**src/rtl/vga_pkg.sv**
```systemverilog
// Shared definitions for the raster timing generator: default 640x480@60
// timing, output-mode encodings, bar colours and the pipeline stage record.
package vga_pkg;

    localparam int DEF_H_VIS  = 640;
    localparam int DEF_H_FP   = 16;
    localparam int DEF_H_SYNC = 96;
    localparam int DEF_H_BP   = 48;
    localparam int DEF_V_VIS  = 480;
    localparam int DEF_V_FP   = 10;
    localparam int DEF_V_SYNC = 2;
    localparam int DEF_V_BP   = 33;

    typedef enum logic [1:0] {
        MODE_BARS  = 2'd0,
        MODE_CHECK = 2'd1,
        MODE_SOLID = 2'd2,
        MODE_PASS  = 2'd3
    } mode_t;

    // {r,g,b} for the eight bars, left to right
    localparam logic [11:0] BAR_TABLE [8] = '{
        12'hF00, 12'h0F0, 12'h00F, 12'hFF0,
        12'hF0F, 12'h0FF, 12'hFFF, 12'h000
    };

    // One pixel's worth of decoded timing travelling down the delay line.
    // Syncs are carried as "active" flags; polarity is applied at the pins.
    typedef struct packed {
        logic        de;
        logic        hs_act;
        logic        vs_act;
        logic        vb;
        logic        ls;
        logic        fs;
        logic        pass;
        logic [11:0] col;
    } stage_t;

    localparam stage_t STAGE_BLANK = '0;

endpackage

```
**src/rtl/vga_timing_gen_pattern.sv**
```systemverilog
// Test-pattern colour generator: colour for the stage-0 pixel, with an
// incremental bar tracker so no divider is needed for the colour bars.
module vga_pattern_gen
    import vga_pkg::*;
#(
    parameter int H_VIS = DEF_H_VIS,
    parameter int H_TOT = DEF_H_VIS + DEF_H_FP + DEF_H_SYNC + DEF_H_BP,
    parameter int CW    = 11
) (
    input  logic          pclk,
    input  logic          rst_n,
    input  logic          en,
    input  logic [CW-1:0] h,
    input  logic [CW-1:0] v,
    input  mode_t         mode,
    input  logic [11:0]   solid_rgb,
    output logic [11:0]   col
);

    localparam int            BAR_W    = H_VIS / 8;
    localparam logic [CW-1:0] BAR_LAST = CW'(BAR_W - 1);
    localparam logic [CW-1:0] H_LAST   = CW'(H_TOT - 1);

    logic [CW-1:0] bar_pix;
    logic [2:0]    bar_idx;

    // Follow h: bar_idx is the bar containing the current h, reset at line wrap
    always_ff @(posedge pclk or negedge rst_n) begin
        if (!rst_n) begin
            bar_pix <= '0;
            bar_idx <= '0;
        end else if (en) begin
            if (h == H_LAST) begin
                bar_pix <= '0;
                bar_idx <= '0;
            end else if (bar_pix == BAR_LAST) begin
                bar_pix <= '0;
                // past the last bar we are in blanking; colour is masked anyway
                if (bar_idx != 3'd7) begin
                    bar_idx <= bar_idx + 3'd1;
                end
            end else begin
                bar_pix <= bar_pix + CW'(1);
            end
        end
    end

    // Pattern colour for the current mode; pass-through is resolved at the output
    always_comb begin
        col = 12'h000;
        case (mode)
            MODE_BARS:  col = BAR_TABLE[bar_idx];
            MODE_CHECK: col = (h[5] ^ v[5]) ? 12'hFFF : 12'h000;
            MODE_SOLID: col = solid_rgb;
            default:    col = 12'h000;
        endcase
    end

endmodule

```
**src/rtl/vga_timing_gen.sv**
```systemverilog
// Parametrised VGA raster timing generator with pixel-enable stall, renderer
// alignment delay, frame counter and frame-synchronous pattern/pass-through mux.
module vga_timing_gen
    import vga_pkg::*;
#(
    parameter int H_VIS   = DEF_H_VIS,
    parameter int H_FP    = DEF_H_FP,
    parameter int H_SYNC  = DEF_H_SYNC,
    parameter int H_BP    = DEF_H_BP,
    parameter int V_VIS   = DEF_V_VIS,
    parameter int V_FP    = DEF_V_FP,
    parameter int V_SYNC  = DEF_V_SYNC,
    parameter int V_BP    = DEF_V_BP,
    parameter int HS_POL  = 0,
    parameter int VS_POL  = 0,
    parameter int CW      = 11,
    parameter int PIPE    = 0,
    parameter int FRAME_W = 16
) (
    input  logic               pclk,
    input  logic               rst_n,
    input  logic               en,
    input  logic [1:0]         mode,
    input  logic [11:0]        solid_rgb,
    input  logic [11:0]        pix_in,
    output logic [CW-1:0]      h,
    output logic [CW-1:0]      v,
    output logic               hs,
    output logic               vs,
    output logic               de,
    output logic [3:0]         r,
    output logic [3:0]         g,
    output logic [3:0]         b,
    output logic               line_start,
    output logic               frame_start,
    output logic               vblank,
    output logic [FRAME_W-1:0] frame_cnt
);

    localparam int H_TOT = H_VIS + H_FP + H_SYNC + H_BP;
    localparam int V_TOT = V_VIS + V_FP + V_SYNC + V_BP;

    localparam logic [CW-1:0] H_LAST  = CW'(H_TOT - 1);
    localparam logic [CW-1:0] V_LAST  = CW'(V_TOT - 1);
    localparam logic [CW-1:0] H_VIS_C = CW'(H_VIS);
    localparam logic [CW-1:0] V_VIS_C = CW'(V_VIS);
    localparam logic [CW-1:0] HS_BEG  = CW'(H_VIS + H_FP);
    localparam logic [CW-1:0] HS_END  = CW'(H_VIS + H_FP + H_SYNC);
    localparam logic [CW-1:0] VS_BEG  = CW'(V_VIS + V_FP);
    localparam logic [CW-1:0] VS_END  = CW'(V_VIS + V_FP + V_SYNC);
    localparam logic          HS_ON   = (HS_POL != 0);
    localparam logic          VS_ON   = (VS_POL != 0);

    logic [CW-1:0]      h_reg;
    logic [CW-1:0]      v_reg;
    logic [FRAME_W-1:0] frame_cnt_reg;
    mode_t              mode_q;
    logic               h_wrap;
    logic               frame_wrap;

    assign h_wrap     = (h_reg == H_LAST);
    assign frame_wrap = h_wrap && (v_reg == V_LAST);

    // Raster counters, frame counter and frame-synchronous mode latch
    always_ff @(posedge pclk or negedge rst_n) begin
        if (!rst_n) begin
            h_reg         <= '0;
            v_reg         <= '0;
            frame_cnt_reg <= '0;
            mode_q        <= MODE_BARS;
        end else if (en) begin
            h_reg <= h_wrap ? '0 : h_reg + CW'(1);
            if (h_wrap) begin
                v_reg <= (v_reg == V_LAST) ? '0 : v_reg + CW'(1);
            end
            if (frame_wrap) begin
                frame_cnt_reg <= frame_cnt_reg + FRAME_W'(1);
                mode_q        <= mode_t'(mode);
            end
        end
    end

    logic [11:0] pat_col;

    vga_pattern_gen #(
        .H_VIS (H_VIS),
        .H_TOT (H_TOT),
        .CW    (CW)
    ) u_pattern (
        .pclk      (pclk),
        .rst_n     (rst_n),
        .en        (en),
        .h         (h_reg),
        .v         (v_reg),
        .mode      (mode_q),
        .solid_rgb (solid_rgb),
        .col       (pat_col)
    );

    stage_t s0;

    // Stage-0 decode of the current counter position
    always_comb begin
        s0        = STAGE_BLANK;
        s0.de     = (h_reg < H_VIS_C) && (v_reg < V_VIS_C);
        s0.hs_act = (h_reg >= HS_BEG) && (h_reg < HS_END);
        s0.vs_act = (v_reg >= VS_BEG) && (v_reg < VS_END);
        s0.vb     = (v_reg >= V_VIS_C);
        s0.ls     = (h_reg == '0);
        s0.fs     = (h_reg == '0) && (v_reg == '0);
        s0.pass   = (mode_q == MODE_PASS);
        s0.col    = pat_col;
    end

    stage_t dly;

    generate
        if (PIPE == 0) begin : g_nopipe
            assign dly = s0;
        end else begin : g_pipe
            stage_t q [PIPE];

            // Alignment delay line matching the renderer latency
            always_ff @(posedge pclk or negedge rst_n) begin
                if (!rst_n) begin
                    for (int i = 0; i < PIPE; i++) begin
                        q[i] <= STAGE_BLANK;
                    end
                end else if (en) begin
                    q[0] <= s0;
                    for (int i = 1; i < PIPE; i++) begin
                        q[i] <= q[i-1];
                    end
                end
            end

            assign dly = q[PIPE-1];
        end
    endgenerate

    logic        de_reg;
    logic        hs_reg;
    logic        vs_reg;
    logic        vb_reg;
    logic        ls_reg;
    logic        fs_reg;
    logic [11:0] rgb_reg;

    // Output register: pin polarity, colour select, and strobes that drop during a stall
    always_ff @(posedge pclk or negedge rst_n) begin
        if (!rst_n) begin
            de_reg  <= 1'b0;
            hs_reg  <= ~HS_ON;
            vs_reg  <= ~VS_ON;
            vb_reg  <= 1'b0;
            ls_reg  <= 1'b0;
            fs_reg  <= 1'b0;
            rgb_reg <= '0;
        end else if (en) begin
            de_reg <= dly.de;
            hs_reg <= dly.hs_act ? HS_ON : ~HS_ON;
            vs_reg <= dly.vs_act ? VS_ON : ~VS_ON;
            vb_reg <= dly.vb;
            ls_reg <= dly.ls;
            fs_reg <= dly.fs;
            if (!dly.de) begin
                rgb_reg <= '0;
            end else if (dly.pass) begin
                rgb_reg <= pix_in;
            end else begin
                rgb_reg <= dly.col;
            end
        end else begin
            ls_reg <= 1'b0;
            fs_reg <= 1'b0;
        end
    end

    assign h           = h_reg;
    assign v           = v_reg;
    assign hs          = hs_reg;
    assign vs          = vs_reg;
    assign de          = de_reg;
    assign vblank      = vb_reg;
    assign line_start  = ls_reg;
    assign frame_start = fs_reg;
    assign r           = rgb_reg[11:8];
    assign g           = rgb_reg[7:4];
    assign b           = rgb_reg[3:0];
    assign frame_cnt   = frame_cnt_reg;

endmodule

```
**config.mk**
```make
export PLATFORM = sky130hd
export DESIGN_NAME = vga_timing_gen
export DESIGN_NICKNAME = d
export VERILOG_FILES = /design/src/rtl/vga_pkg.sv /design/src/rtl/vga_timing_gen_pattern.sv /design/src/rtl/vga_timing_gen.sv
export SDC_FILE = /design/constraint.sdc
export NUM_CORES = 1
export LEC_CHECK = 0
export CORE_AREA = 2 2 135 71
export CTS_CLUSTER_SIZE = 14
export DETAILED_ROUTE_END_ITERATION = 10
export DIE_AREA = 0 0 137 73
export PLACE_DENSITY = 0.76
export SLEW_MARGIN = 20
export SYNTH_ARGS = -nofsm -noshare
export SYNTH_HDL_FRONTEND = slang
export SYNTH_SLANG_ARGS = --single-unit
```
**constraint.sdc**
```tcl
create_clock -name pclk -period 3 [get_ports pclk]
set_clock_uncertainty 0.1 [all_clocks]
set_input_delay 0.6 -clock pclk [delete_from_list [all_inputs] [get_ports pclk]]
set_output_delay 0.6 -clock pclk [all_outputs]
set_load 0.03 [all_outputs]
```
==> impl_metrics.ini, run 1 <==
[global_route]
grt_pass1_wl_um = 16200
antenna_found_initial = 0
grt_max_degree = 73
grt_overflow = 0
track_usage_pct = 21.4
grt_pass1_vias = 3087

[floorplanning]
die_h_um = 73
die_w_um = 137
start_util_pct = 43.1
fp-row-count = 25
coreArea_mm2 = 0.00901
die_area_mm2 = 0.0100
ios = 85

[timing]
relSlewSlack_pct = 55.7
tns_ns = 0
finalMaxSlewViolations = 0
tightest_slew_ns = 0.659
hold_viol = 0
setup_viol_count_final = 0
fin_crit_ns = 2.43
fmax_mhz = 411
rsz0062_at_grt = false
setup_ws_ns = 0.569
min_period_over_period_pct = 81.0

[cells_and_area]
drive_gt1_share_pct = 8.23
area_delta_synth_final_pct = 32.3
layout_commonest_cell = clkdlybuf4s50_1
multi_input_area_mm2 = 0.00190
mostFrequentLayoutCells = clkdlybuf4s50_1, dfrtp_1, nor2_1
antennaDiodeCount = 0
nFillCells = 734
fin_nets = 509
largest_register_ff_count = 16
utilization_pct = 57.1
seq_area_mm2 = 0.00180
final_cells = 595

[placement]
io_buffers = 84
gp_congestion = 0.851
hpwl_um = 7430
pre_cts_slack_ns = 0.239
place_inst = 579

[detailed_routing]
drt_iter0_markers = 218
wl_per_cell_um = 16.9
routed_via_density = 5.57
totalWireLength_um = 10100
drt_pass1_iterations = 4
drc_errors = 0
ant_nets = 0
vias = 3312

[critical_path]
crit_path_start_kind = primary input
crit_fanout = 8
end_kind = flop
r2r_end = frame_cnt[13]
r2r_slack_ns = 0.61
arrival_ns = 2.59
critPathKind = primary input to flop
rr_worst_depth = 5
reg2reg_from = h[0]
required_ns = 3.16

[cts]
clock_latency_ns = 0.34
postCtsSetupBuffers = 0
cts_sinks = 72
clockBufferDepth = 2
cts.repair.resized = 0
htree_levels = 3
postCtsHoldBufs = 0
root_buffer = clkbuf_16
cts_tree = built
cts_made_buffers = 9
clk_pin_slew_worst_paths_ns = 0.05

[logic_synthesis]
synthTopCellsByArea = dfrtp_1, xnor2_1, xor2_1
async_reset_ff_share_pct = 100
syn_area_per_cell_um2 = 10.0
yosys_warnings = 0
ys_seq_area_share_pct = 46.4
synthesis.nets = 427
yosys.area.top_type = dfrtp_1
synth_cell_type_count = 50
synth_ff_type = dfrtp_1
synth_seq_cells = 72
postSynthCellCount = 387
syn_area_mm2 = 0.00389
synth-edff-count = 0
synth_top_area_share_pct = 45.1

[power]
power.density_mw_per_mm2 = 612
ir_drop_mv = 0.344
p_leak_nw = 2.19

[flow_run]
maxCapViolations = 0

[hold_path]
min_path_type = primary input to async pin

[status]
status = completed
cell type report:
type,count,share of cell area (%)
Clock inverter,3,0.779
Tap cell,121,2.95
Clock buffer,13,5.06
Timing Repair Buffer,91,17.5
Sequential cell,72,35.1
Inverter,23,1.68
Multi-Input combinational cell,272,36.9
stage by stage:
| stage | hold WS [ns] | area (um^2) | power, mW |
|---|---|---|---|
| finish | 0.176 | 5140 | 3.14 |
| global route | 0.219 | 5140 | 3.29 |
| CTS | 0.197 | 5140 | 3.17 |
| detailed placement | 0.357 | 4840 | 2.08 |
| global placement | 0.357 | 4840 | 2.05 |
| floorplan | 0.204 | 3890 | 1.76 |
logic make-up after synthesis:
kind of cell             after synthesis  synth area share, %
AND/OR/NAND/NOR                      154                 24.2
flip-flops                            72                 46.4
AO/OA/AOI/OAI                         67                 11.7
buffers and inverters                 43                 4.76
XOR/XNOR                              34                 7.66
adder cells (fa/ha/maj)               11                 3.54
multiplexers                           6                 1.67
per-layer routing:
metal  GRT usage (%)  part of all wire (%)  vias to the layer above  routed length, um
li1                -                     -                     1574                  -
met1            31.7                    49                     1604               4960
met2            28.9                    42                      124               4220
met3            7.71                   7.7                       10                780
met4            6.87                   1.0                        0                104
met5               0                     0                        -                  0
report_power, final:
| group | total, mW | switching [mW] | internal, mW |
|---|---|---|---|
| clock | 1.08 | 0.389 | 0.686 |
| combinational | 0.789 | 0.440 | 0.349 |
| sequential | 1.28 | 0.176 | 1.10 |
cells in the mapped netlist, types with 2 or more instances:
| cell | number |
|---|---|
| and4_1 | 7 |
| nor2b_1 | 2 |
| ha_1 | 11 |
| buf_1 | 3 |
| a21o_1 | 2 |
| and3_1 | 7 |
| nand2b_1 | 4 |
| o21a_1 | 8 |
| o21ai_1 | 9 |
| a211oi_1 | 4 |
| and4b_1 | 3 |
| xor2_1 | 16 |
| nor2_1 | 34 |
| mux2i_1 | 2 |
| nand4_1 | 16 |
| xnor2_1 | 18 |
| inv_1 | 22 |
| nor4b_1 | 4 |
| nor4_1 | 6 |
| o32ai_1 | 8 |
| nor3_1 | 6 |
| or4_4 | 2 |
| nor4_2 | 11 |
| clkbuf_1 | 13 |
| a21oi_1 | 13 |
| mux2_1 | 4 |
| buf_6 | 3 |
| nand3_1 | 22 |
| dfrtp_1 | 70 |
| o21ai_0 | 8 |
| nand4b_1 | 4 |
| dfstp_2 | 2 |
| a22o_1 | 6 |
| nand2_1 | 20 |
| and2_1 | 2 |
worst max path at each step:
stage	slack, ns	from	endpoint
after floorplan	0.69	h[1]	frame_cnt[7]
after global routing	0.46	h[0]	u_pattern.bar_pix[6]
after global placement	0.36	en	frame_cnt[5]
final	0.57	en	frame_cnt[13]
after detailed placement	0.24	en	frame_cnt[13]
after CTS	0.60	en	frame_cnt[13]
critical path, stage by stage:
cell and delay [ns]:
clkdlybuf4s50_1 0.55, nand2b_1 0.18, or4_4 0.68, nor4_2 0.40, xor2_1 0.18
(Power assumes the default switching activity.)
==> inputs of run 2 (changes only) <==
clock period = 2.33 ns   (was 3 ns; I/O delays follow)
==> run 2 against run 1 <==
First-iteration DRC count up 19%; design area grew 2.4%; worst setup slack got worse by 0.45 ns; sequential power increased by 23%; wire length up 6.7%; die area unchanged; core utilization is 1.4 points higher; non-clock buffer count increased by 22; hold slack got worse by 0.12 ns.
==> impl_metrics.ini, run 2 (synthesis gave the netlist of run 1 again) <==
[status]
status = completed

[cells_and_area]
layout_commonest_cell = clkdlybuf4s50_1
mostFrequentLayoutCells = clkdlybuf4s50_1, dfrtp_1, nor2_1
drive_gt1_share_pct = 12.1
area_delta_synth_final_pct = 35.4
antennaDiodeCount = 0
final_cells = 617
utilization_pct = 58.4
fin_area_mm2 = 0.00526
largest_register_ff_count = 16
fin_nets = 531
nFillCells = 767

[floorplanning]
die_h_um = 73
start_util_pct = 43.1
coreArea_mm2 = 0.00901
die_w_um = 137
die_area_mm2 = 0.0100
fp-row-count = 25
ios = 85

[detailed_routing]
met1_length_um = 5310
routed_via_density = 5.60
wl_per_cell_um = 17.4
wl_met2_um = 4440
totalWireLength_um = 10700
route.met3.wl_um = 878
drt_iter0_markers = 259
vias = 3456
ant_nets = 0
drc_errors = 0
drt_pass1_iterations = 5
highest_layer = met4

[critical_path]
r2r_end = u_pattern.bar_idx[0]
crit_path_start_kind = flop
crit_fanout = 5
end_kind = output pin
required_ns = 1.76
reg2reg_from = h[7]
slowest_delay_ns = 0.67
rr_worst_depth = 4
cp_top_family = buffers and inverters
critPathKind = flop to output pin
slowest_stage = clkdlybuf4s50_1
r2r_slack_ns = 0.14
crit_chain = buf_4 -> clkdlybuf4s50_1
arrival_ns = 1.64
cp_num_buf_inv = 2

[power]
p_leak_nw = 2.28
p_total_mw = 4.00
power.density_mw_per_mm2 = 760
ir_drop_mv = 0.377

[cts]
clockBufferDepth = 2
postCtsHoldBufs = 0
htree_levels = 3
cts_tree = built
clock_latency_ns = 0.34
clk_pin_slew_worst_paths_ns = 0.06
root_buffer = clkbuf_16
cts.repair.resized = 0
postCtsSetupBuffers = 0
cts_made_buffers = 9
cts_sinks = 72

[timing]
tns_ns = 0
relSlewSlack_pct = 54.1
finalMaxSlewViolations = 0
setup_ws_ns = 0.122
fmax_mhz = 453
setup_viol_count_final = 0
tightest_slew_ns = 0.684
min_period_over_period_pct = 94.8
hold_ws_ns = 0.0522
rsz0062_at_grt = false
fin_crit_ns = 2.21
hold_viol = 0

[global_route]
grt_pass1_vias = 3271
antenna_found_initial = 0
grt_max_degree = 73
track_usage_pct = 22.8
grt_overflow = 0
grt_pass1_wl_um = 17200

[hold_path]
min_path_type = primary input to async pin

[flow_run]
maxCapViolations = 0

[placement]
placedInstanceArea_mm2 = 0.00500
pre_cts_slack_ns = -0.150
hpwl_um = 7770
place_inst = 601
gp_congestion = 0.902
io_buffers = 84
run 2: final cells by class:
type                            instances  area (um^2)  share of cell area, %
Clock inverter                          4         22.5                  0.428
Multi-Input combinational cell        272         1900                   36.0
Clock buffer                           12          236                   4.49
Inverter                               23         86.3                   1.64
Sequential cell                        72         1800                   34.3
Tap cell                              121          151                   2.88
Timing Repair Buffer                  113         1070                   20.3
run 2: report_power, final:
part	total (mW)	switching [mW]	internal, mW	leakage (nW)
Clock	1.23	0.513	0.715	0.126
Sequential	1.58	0.158	1.42	0.922
Combinational	1.19	0.670	0.522	1.23
run 2: worst max path at each step:
| stage | from | to | slack [ns] | cells after the start |
|---|---|---|---|---|
| 2_1_floorplan | h[1] | frame_cnt[7] | 0.02 | 6 |
| 3_3_place_gp | en | frame_cnt[11] | -0.1 | 5 |
| 3_5_place_dp | en | rgb_reg[4] | -0.15 | 6 |
| 4_1_cts | v[5] | v[5] | 0.12 | 2 |
| 5_1_grt | h[1] | frame_cnt[5] | 0.03 | 6 |
| 6_report | v[5] | v[5] | 0.12 | 2 |
run 2: routing by layer:
metal | vias up | track usage, %
met2 | 136 | 31.5
met3 | 15 | 8.89
met5 | - | 0
met4 | 0 | 4.58
met1 | 1699 | 33.6
li1 | 1606 | -
